==> config.mk <==
export PLATFORM = sky130hd
export DESIGN_NAME = rv_m_unit
export DESIGN_NICKNAME = d
export VERILOG_FILES = /design/src/rtl/rv_m_pkg.sv /design/src/rtl/rv_m_step.sv /design/src/rtl/rv_m_unit.sv
export SDC_FILE = /design/constraint.sdc
export NUM_CORES = 1
export LEC_CHECK = 0
export CAP_MARGIN = 20
export CELL_PAD_IN_SITES_DETAIL_PLACEMENT = 1
export CELL_PAD_IN_SITES_GLOBAL_PLACEMENT = 2
export CORE_MARGIN = 5
export CORE_UTILIZATION = 35
export DETAILED_ROUTE_END_ITERATION = 16
export PLACE_DENSITY_LB_ADDON = 0.25
export SLEW_MARGIN = 20
export SYNTH_ARGS = -nofsm -noshare
export SYNTH_HDL_FRONTEND = slang
export SYNTH_SLANG_ARGS = --single-unit
export TNS_END_PERCENT = 30
==> constraint.sdc <==
create_clock -name clk -period 6.8 [get_ports clk]
set_input_delay 1.02 -clock clk [delete_from_list [all_inputs] [get_ports clk]]
set_output_delay 1.02 -clock clk [all_outputs]
set_load 0.005 [all_outputs]
==> src/rtl/rv_m_pkg.sv <==
// Shared decode for the RV32M multiply/divide unit: funct3 codes, FSM states, sign helpers.
// Pure definitions; no logic, no latency, no flow control.
package rv_m_pkg;

  localparam logic [2:0] F_MUL    = 3'd0;
  localparam logic [2:0] F_MULH   = 3'd1;
  localparam logic [2:0] F_MULHSU = 3'd2;
  localparam logic [2:0] F_MULHU  = 3'd3;
  localparam logic [2:0] F_DIV    = 3'd4;
  localparam logic [2:0] F_DIVU   = 3'd5;
  localparam logic [2:0] F_REM    = 3'd6;
  localparam logic [2:0] F_REMU   = 3'd7;

  typedef enum logic [1:0] {IDLE, CALC, DONE} state_t;

  function automatic logic is_div(input logic [2:0] f);
    return f[2];
  endfunction

  function automatic logic is_rem(input logic [2:0] f);
    return (f == F_REM) || (f == F_REMU);
  endfunction

  function automatic logic is_signed_op1(input logic [2:0] f);
    return (f == F_MULH) || (f == F_MULHSU) || (f == F_DIV) || (f == F_REM);
  endfunction

  function automatic logic is_signed_op2(input logic [2:0] f);
    return (f == F_MULH) || (f == F_DIV) || (f == F_REM);
  endfunction

endpackage

==> src/rtl/rv_m_step.sv <==
// One combinational iteration: LSB-first shift-add for multiply, restoring compare-subtract for divide.
// Zero latency; no flow control (chained UNROLL times by the top).
module rv_m_step #(
  parameter int XLEN = 32
) (
  input  logic            div,
  input  logic [XLEN-1:0] b,
  input  logic [XLEN-1:0] hi,
  input  logic [XLEN-1:0] lo,
  output logic [XLEN-1:0] hi_nxt,
  output logic [XLEN-1:0] lo_nxt
);

  logic [XLEN:0] sum;
  logic [XLEN:0] shl;
  logic [XLEN:0] diff;

  always_comb begin
    sum  = {1'b0, hi} + {1'b0, b};
    shl  = {hi, lo[XLEN-1]};
    diff = shl - {1'b0, b};
    if (div) begin
      // Remainder stays below the divisor, so diff[XLEN] is a clean borrow flag.
      if (!diff[XLEN]) begin
        hi_nxt = diff[XLEN-1:0];
        lo_nxt = {lo[XLEN-2:0], 1'b1};
      end else begin
        hi_nxt = shl[XLEN-1:0];
        lo_nxt = {lo[XLEN-2:0], 1'b0};
      end
    end else if (lo[0]) begin
      {hi_nxt, lo_nxt} = {sum, lo[XLEN-1:1]};
    end else begin
      {hi_nxt, lo_nxt} = {1'b0, hi, lo[XLEN-1:1]};
    end
  end

endmodule

==> src/rtl/rv_m_unit.sv <==
// Iterative RV32M unit: XLEN/UNROLL cycles in CALC then a one-cycle ready pulse; div special cases finish in one cycle.
// No backpressure: issue is held off by the hazard unit on busy || ready; flush kills the operation.
module rv_m_unit
  import rv_m_pkg::*;
#(
  parameter int XLEN   = 32,
  parameter int UNROLL = 1,
  parameter int RA_W   = 5
) (
  input  logic            clk,
  input  logic            rst,
  input  logic            start,
  input  logic [2:0]      func3,
  input  logic [XLEN-1:0] op1,
  input  logic [XLEN-1:0] op2,
  input  logic [RA_W-1:0] rd,
  input  logic            flush,
  output logic            busy,
  output logic            ready,
  output logic            wr,
  output logic [RA_W-1:0] dest,
  output logic [XLEN-1:0] result
);

  localparam int N  = XLEN / UNROLL;
  localparam int CW = $clog2(N) + 1;
  localparam logic [XLEN-1:0] MIN_NEG = {1'b1, {(XLEN-1){1'b0}}};

  state_t          state, state_n;
  logic            launch;
  logic [CW-1:0]   cnt;
  logic [2:0]      f3_q;
  logic [RA_W-1:0] rd_q;
  logic [XLEN-1:0] hi_q, lo_q, b_q;
  logic            neg_q, neg_r_q;
  logic            ready_q, wr_q;
  logic [RA_W-1:0] dest_q;
  logic [XLEN-1:0] result_q;

  logic            s1, s2, div0, ovf, special;
  logic [XLEN-1:0] m1, m2, spec_res;

  always_comb begin
    s1      = is_signed_op1(func3) && op1[XLEN-1];
    s2      = is_signed_op2(func3) && op2[XLEN-1];
    m1      = s1 ? -op1 : op1;
    m2      = s2 ? -op2 : op2;
    div0    = is_div(func3) && (op2 == '0);
    ovf     = is_div(func3) && is_signed_op1(func3) && (op1 == MIN_NEG) && (op2 == '1);
    special = div0 || ovf;
    if (div0) spec_res = is_rem(func3) ? op1 : '1;
    else      spec_res = is_rem(func3) ? '0 : MIN_NEG;
  end

  logic                        op_div;
  logic [UNROLL:0][XLEN-1:0]   hi_c, lo_c;

  assign op_div  = is_div(f3_q);
  assign hi_c[0] = hi_q;
  assign lo_c[0] = lo_q;

  for (genvar i = 0; i < UNROLL; i++) begin : g_step
    rv_m_step #(.XLEN(XLEN)) u_step (
      .div    (op_div),
      .b      (b_q),
      .hi     (hi_c[i]),
      .lo     (lo_c[i]),
      .hi_nxt (hi_c[i+1]),
      .lo_nxt (lo_c[i+1])
    );
  end

  logic [2*XLEN-1:0] prod;
  logic [XLEN-1:0]   quo, rem, calc_res;

  // Sign fixup applied to the final step output so the result lands with the ready pulse.
  always_comb begin
    prod = {hi_c[UNROLL], lo_c[UNROLL]};
    if (neg_q) prod = -prod;
    quo = neg_q   ? -lo_c[UNROLL] : lo_c[UNROLL];
    rem = neg_r_q ? -hi_c[UNROLL] : hi_c[UNROLL];
    case (f3_q)
      F_MUL:                     calc_res = prod[XLEN-1:0];
      F_MULH, F_MULHSU, F_MULHU: calc_res = prod[2*XLEN-1:XLEN];
      F_DIV, F_DIVU:             calc_res = quo;
      default:                   calc_res = rem;
    endcase
  end

  always_comb begin
    state_n = state;
    launch  = 1'b0;
    case (state)
      CALC: begin
        if (flush)                 state_n = IDLE;
        else if (cnt == CW'(1))    state_n = DONE;
      end
      default: begin
        state_n = IDLE;
        if (start && !flush) begin
          launch  = 1'b1;
          state_n = special ? DONE : CALC;
        end
      end
    endcase
  end

  always_ff @(posedge clk) begin
    if (!rst) state <= IDLE;
    else      state <= state_n;
  end

  always_ff @(posedge clk) begin
    if (!rst) begin
      cnt      <= '0;
      f3_q     <= '0;
      rd_q     <= '0;
      hi_q     <= '0;
      lo_q     <= '0;
      b_q      <= '0;
      neg_q    <= 1'b0;
      neg_r_q  <= 1'b0;
      ready_q  <= 1'b0;
      wr_q     <= 1'b0;
      dest_q   <= '0;
      result_q <= '0;
    end else begin
      ready_q <= 1'b0;
      wr_q    <= 1'b0;
      if (launch) begin
        f3_q    <= func3;
        rd_q    <= rd;
        cnt     <= CW'(N);
        hi_q    <= '0;
        lo_q    <= is_div(func3) ? m1 : m2;
        b_q     <= is_div(func3) ? m2 : m1;
        neg_q   <= s1 ^ s2;
        neg_r_q <= s1;
        if (special) begin
          ready_q  <= 1'b1;
          wr_q     <= (rd != '0);
          dest_q   <= rd;
          result_q <= spec_res;
        end
      end else if (state == CALC && !flush) begin
        hi_q <= hi_c[UNROLL];
        lo_q <= lo_c[UNROLL];
        cnt  <= cnt - CW'(1);
        if (cnt == CW'(1)) begin
          ready_q  <= 1'b1;
          wr_q     <= (rd_q != '0);
          dest_q   <= rd_q;
          result_q <= calc_res;
        end
      end
    end
  end

  assign busy   = (state == CALC);
  assign ready  = ready_q;
  assign wr     = wr_q;
  assign dest   = dest_q;
  assign result = result_q;

endmodule

* After elaboration in Yosys (flattened, before gate mapping)
Index checks and enable logic that the tools add are counted.
** Word-level totals
- Register bits :: 153
- Input port bits :: 76
- Output and inout bits :: 40
- Logic and storage cells :: 110
** Cells by class
- Add/sub/neg operators :: 8
- Equality and inequality tests :: 16
- Mux-type cells :: 44
- Bitwise operators :: 2
- Reduce and logical (&&, ||, !) cells :: 26
** Operators by type and width (number)
- two-way mux 32 bit :: 20
- negator 32 bit :: 4
- one-hot mux 32 bit (3 select lines) :: 1
- equality test 32 bit (second input constant) :: 2
- two-way mux 64 bit :: 1
- negator 64 bit :: 1
- adder 32 x 32 -> 33 bit :: 1
- subtractor 33 x 32 -> 33 bit :: 1
- zero test 32 bit :: 1
- two-way mux 5 bit :: 4
- equality test 3 bit (second input constant) :: 5
- two-way mux 6 bit :: 2
- two-way mux 1 bit :: 11
- two-way mux 2 bit :: 5
- nonzero test 5 bit :: 2
- equality test 3 x 2 -> 1 bit (second input constant) :: 3
- logical AND 1 bit :: 8
- logical OR 1 bit :: 7
- equality test 3 x 1 -> 1 bit (second input constant) :: 2
- equality test 6 x 1 -> 1 bit (second input constant) :: 1
- subtractor 6 x 1 -> 6 bit (second input constant) :: 1
- nonzero test 2 bit :: 2
- OR reduction 2 bit :: 2
- zero test 3 bit :: 1
- other kinds (8) :: 8

* Longest topological paths before layout
- Depth after elaboration :: 11
- Gate-level depth with buffers :: 26
- Gate-level depth less buffers :: 23

* Modules after synthesis
A second synthesis with hierarchy kept.
** Unflattened totals
- Cells, all modules :: 2192
- Area total of the unflattened synthesis :: 15762.6 sq um
** Modules (own cells, without submodules)
- rv_m_unit :: times used 1, cells an instance 1511, area each 10933.0 sq um, seq. area each 3062.9 sq um
- rv_m_step :: times used 1, cells an instance 681, area each 4829.6 sq um, seq. area each 0.0 sq um

* Worst setup path after synthesis
Ideal clock, no wire load.
- Path kind :: reg2reg
- From :: reg f3_q[2]
- To :: reg result_q[20] (netlist: result[20])
- Setup time :: 0.131 ns
- Arrival time :: 5.763 ns
- Data required time :: 6.669 ns
- Path slack :: 0.907 ns
- Stages on the path, launching flop included :: 24
- Path buffers :: 10
- Clock period less this slack :: 5.893 ns
- Cell sequence :: dfxtp_1 buf_6 clkbuf_1 buf_2 buf_2 buf_2 buf_2 buf_2 buf_1 buf_1 mux2i_1 ha_1 o21ai_1 or4_4 or3_4 or3_4 or4b_1 buf_2 inv_1 nand3_2 o31ai_2 xnor2_1 a222oi_1 o22ai_1
** Between the ends
- Cells in the longest elaborated chain, start to end :: 7
- Elaborated cells between the ends (all ways) :: 20
- Classes of those cells :: add/sub (3); eq/ne (5); mux (9); reduce/logical (3)
** Ends and longest elaborated chain
- start, declared :: RTL line rv_m_unit.sv:32 : logic [2:0] f3_q;
- start signal, assigned :: RTL line rv_m_unit.sv:131 : f3_q <= func3;
- two-way mux 32 bit :: RTL line rv_m_step.sv:22 : if (div) begin
- negator 64 bit (tied with other cells) :: RTL line rv_m_unit.sv:79 : if (neg_q) prod = -prod;
- two-way mux 64 bit (tied with other cells) :: RTL line rv_m_unit.sv:79
- one-hot mux 32 bit (3 select lines) (*) :: RTL line rv_m_unit.sv:82 : case (f3_q)
- two-way mux 32 bit (*) :: RTL line rv_m_unit.sv:149 : if (cnt == CW'(1)) begin
- two-way mux 32 bit (*) :: RTL line rv_m_unit.sv:145 : end else if (state == CALC && !flush) begin
- two-way mux 32 bit (*) :: RTL line rv_m_unit.sv:130 : if (launch) begin
- end signal, assigned :: RTL line rv_m_unit.sv:143 : result_q <= spec_res;
- end signal, assigned :: RTL line rv_m_unit.sv:153 : result_q <= calc_res;
- end, declared :: RTL line rv_m_unit.sv:38 : logic [XLEN-1:0] result_q;
Every way passes the cells marked *; elsewhere a longest branch is shown, timed or not. The select of a mux whose other input is x is not followed.
A chain may end at the register's enable or synchronous reset.

* Worst setup path in the final report
- From :: reg b_q[23]
- To :: reg result_q[20] (netlist: result[20])
** Between the ends
- Cells in the longest elaborated chain, start to end :: 9
- Elaborated cells between the ends (all ways) :: 15
- Classes of those cells :: add/sub (4); mux (11)
** Ends and longest elaborated chain
- start, declared :: RTL line rv_m_unit.sv:34 : logic [XLEN-1:0] hi_q, lo_q, b_q;
- start signal, assigned :: RTL line rv_m_unit.sv:136 : b_q <= is_div(func3) ? m2 : m1;
- subtractor 33 x 32 -> 33 bit (*) :: RTL line rv_m_step.sv:21 : diff = shl - {1'b0, b};
- two-way mux 1 bit or two-way mux 32 bit (tied branches) :: RTL line rv_m_step.sv:24 : if (!diff[XLEN]) begin
- two-way mux 32 bit :: RTL line rv_m_step.sv:22
- negator 64 bit (tied with other cells) :: RTL line rv_m_unit.sv:79
- two-way mux 64 bit (tied with other cells) :: RTL line rv_m_unit.sv:79
- one-hot mux 32 bit (3 select lines) (*) :: RTL line rv_m_unit.sv:82
- two-way mux 32 bit (*) :: RTL line rv_m_unit.sv:149
- two-way mux 32 bit (*) :: RTL line rv_m_unit.sv:145
- two-way mux 32 bit (*) :: RTL line rv_m_unit.sv:130
Marks and branches as above.

==> metrics.txt <==
Root Buffer=clkbuf_16; r2r endpoint=result[20]; CP Class=flop to flop; Rows=80; Avg Inst Size Synth=6.97 µm²; main area contributors after synthesis=dfxtp_1, a21oi_1, nand2_1; antenna violations before repair=9; first drt pass iteration count=6; max_cap viols=0; part of the power in registers=29.8%; cell taking the most area after synthesis=dfxtp_1; CP Launch Point=b_q[23]; top-area cell type share of the netlist area=18.4%; DRT antenna net count=0; Fin Hold WS=0.479 ns; final net count=2560; Clock Sinks=153; TritonCTS clock tree=built; Synth cell types=96; Post-CTS Setup Inserts=0; post-detail-place hpwl=64.0 mm; Power Density=173 mW/mm²; clock transition at the registers of the reported paths=0.08 ns; Sw Ratio=41.2%; # IOs=116; clock latency on the worst-skew pair=0.50 ns; Hold-fix buffers, CTS=0; Mapped Area=0.0167 mm²; Via Count=19400; Die Y=228 µm; die width=228 µm; vias in the first global route=19500; Total GRT Usage=30.3%; core area=0.0474 mm²; register area share after synthesis=18.4%; Clock Skews=0.0165 ns; share of cells above drive strength 1=5.98%; r2r setup slk=0.28 ns; yosys warns=0; Max Root-Sink Buffers=2; Post-synth top cells=nand2_1, a21oi_1, nor2_1; die area=0.0520 mm²; setup violators final=0; CP Max Fanout=9; vias per inst=6.39; most common cell in the netlist=nand2_1; Post-synth EDFFs=0; Final Hold Vio Count=0; # resized after CTS=0; worst min path class=flop to flop; Final Cell Area=0.0189 mm²; GRT overflow=0; CP Capture Type=flop; flop and latch count out of synthesis=153; min cycle time layout=6.52 ns; fillers=5984; drt total wl=82.0 mm; worst r2r path cells=21; total power=3.28 mW; global-route wire length before repair=124 mm; asr flop ratio synth=0%; DP Area=0.0183 mm²; status=finished clean; Starting DRT DRC Count=1608; slew at the pin with the worst max-slew slack=1.14 ns; Comb pwr share=38.6%; Fin Setup TNS=0 ns; Port Buffers=115; prevailing post-synth register cell=dfxtp_1; Peak VDD IR=172 µV; Final Slew Violations=0; initial core utilization=35.1%; reg2reg start=b_q[23]; clock power share=31.6%; critical path required time=7.16 ns; Worst Setup EP=result[20]; Lkg Pwr=6.73 nW; NetSw=1.35 mW; Synth Net Count=2539; Fmax=0.153 GHz; GP Congestion=0.940; Tcrit/Tclk final=95.9%; Critical Path Source Type=flop; H-tree levels=4; Worst slew margin=23.7%; largest net degree at the start of global routing=103; internal power=1.93 mW; average wire per standard cell=27.0 µm; Syn Inst Count=2390; DRC=0; CTS buffer count=17; Area Overhead vs Synth=13.8%; RSZ-0062 raised after global routing=no; Worst EP arrival=6.88 ns
## critical path: stages, from the launching register on
cell      delay [ns]
dfxtp_1         0.37
inv_1           0.07
ha_1            0.44
and4_1          0.37
nand2_1         0.11
or4_4           0.53
a31o_2          0.28
a21oi_2         0.19
nor3_2          0.09
a21oi_1         0.23
ha_1            0.24
o21ai_1         0.10
or4_4           0.50
or3_4           0.43
or3_4           0.37
or4b_1          0.69
inv_1           0.23
nand3_2         0.21
o31ai_2         0.31
xnor2_1         0.10
a222oi_1        0.40
o22ai_1         0.10
## per-stage QoR
| step | worst slack, ns | util [%] | instances |
|---|---|---|---|
| final | 0.276 | 39.9 | 3042 |
| after global routing | 0.0149 | 39.9 | 3042 |
| after CTS | 0.369 | 39.9 | 3039 |
| after detailed placement | 0.416 | 38.6 | 3007 |
| after global placement | 0.578 | 38.6 | 3007 |
| after floorplan | 0.907 | - | 2390 |
## logic make-up (layout without fill, tap and decap cells)
logic type / Yosys count / after routing / synth area share, %
xor+xnor: 175 / 175 / 9.20
simple gates: 836 / 836 / 24.0
fa+ha+maj: 73 / 73 / 5.58
other cells: 0 / 3 / 0
compound gates: 863 / 863 / 33.7
mux: 59 / 59 / 3.60
buf+inv: 231 / 265 / 5.51
flops: 153 / 153 / 18.4
## how the worst min path moves through the flow
stage                        from       to  slack (ns)  depth (start not counted)
after floorplan           b_q[17]  b_q[17]        0.45                          2
after global placement    b_q[22]  b_q[22]        0.46                          2
after detailed placement  b_q[22]  b_q[22]        0.47                          2
after CTS                 b_q[22]  b_q[22]        0.48                          2
after global routing      b_q[29]  b_q[29]        0.51                          2
final                     b_q[22]  b_q[22]        0.48                          2
## registers in the layout, summed over array words and instances (netlist names), 2 cells and up
| signal | count |
|---|---|
| b_q | 32 |
| f3_q | 3 |
| state | 2 |
| cnt | 6 |
| rd_q | 5 |
| hi_q | 32 |
| dest | 5 |
| lo_q | 32 |
| result | 32 |
## power by group through the flow
stage               combinational [mW]  sequential, mW  clock, mW
floorplan                        0.807           0.977          0
global placement                  1.22           0.995          0
detailed placement                1.23           0.998          0
finish                            1.27           0.978       1.04
CTS                               1.24           0.977       1.06
global route                      1.35           0.983       1.08
## area by class of cell
| class | instances | area, µm² | area share, % |
|---|---|---|---|
| flip-flops and latches | 153 | 3070 | 16.2 |
| clock buffers | 18 | 429 | 2.26 |
| well taps | 615 | 769 | 4.06 |
| repair buffers | 166 | 1540 | 8.14 |
| diodes | 3 | 7.51 | 0.0396 |
| inverters | 67 | 254 | 1.34 |
| multi-input cells | 2006 | 12700 | 67.1 |
| clock inverters | 14 | 171 | 0.905 |
## routing by layer
metal | vias up | GRT usage (%) | part of all wire (%)
met3 | 150 | 4.82 | 6.3
met4 | 4 | 10.5 | 3.4
li1 | 8886 | - | -
met5 | - | 0 | 0.018
met1 | 9658 | 40.1 | 44
met2 | 736 | 50.5 | 46
## cells in the final DEF, fill, tap and decap left out, drive strengths merged, types with 18 or more instances in the layout
cell type	netlist	routed
mux2i	52	52
a31oi	41	41
o21a	23	23
dfxtp	153	153
o211ai	99	99
nand3	47	47
xor2	67	67
a311oi	19	19
o31ai	31	31
a21o	35	35
and3	18	18
o21ai	193	193
xnor2	108	108
nor3	57	57
nand2	310	310
nand4	35	35
and2	22	22
clkdlybuf4s50	0	114
nand2b	23	23
clkbuf	126	18
inv	64	67
a21oi	236	236
ha	71	71
a211oi	39	39
or3	30	30
nor4	22	22
nor2	204	204
buf	38	52
No activity file was read; power rests on OpenSTA's default activity.
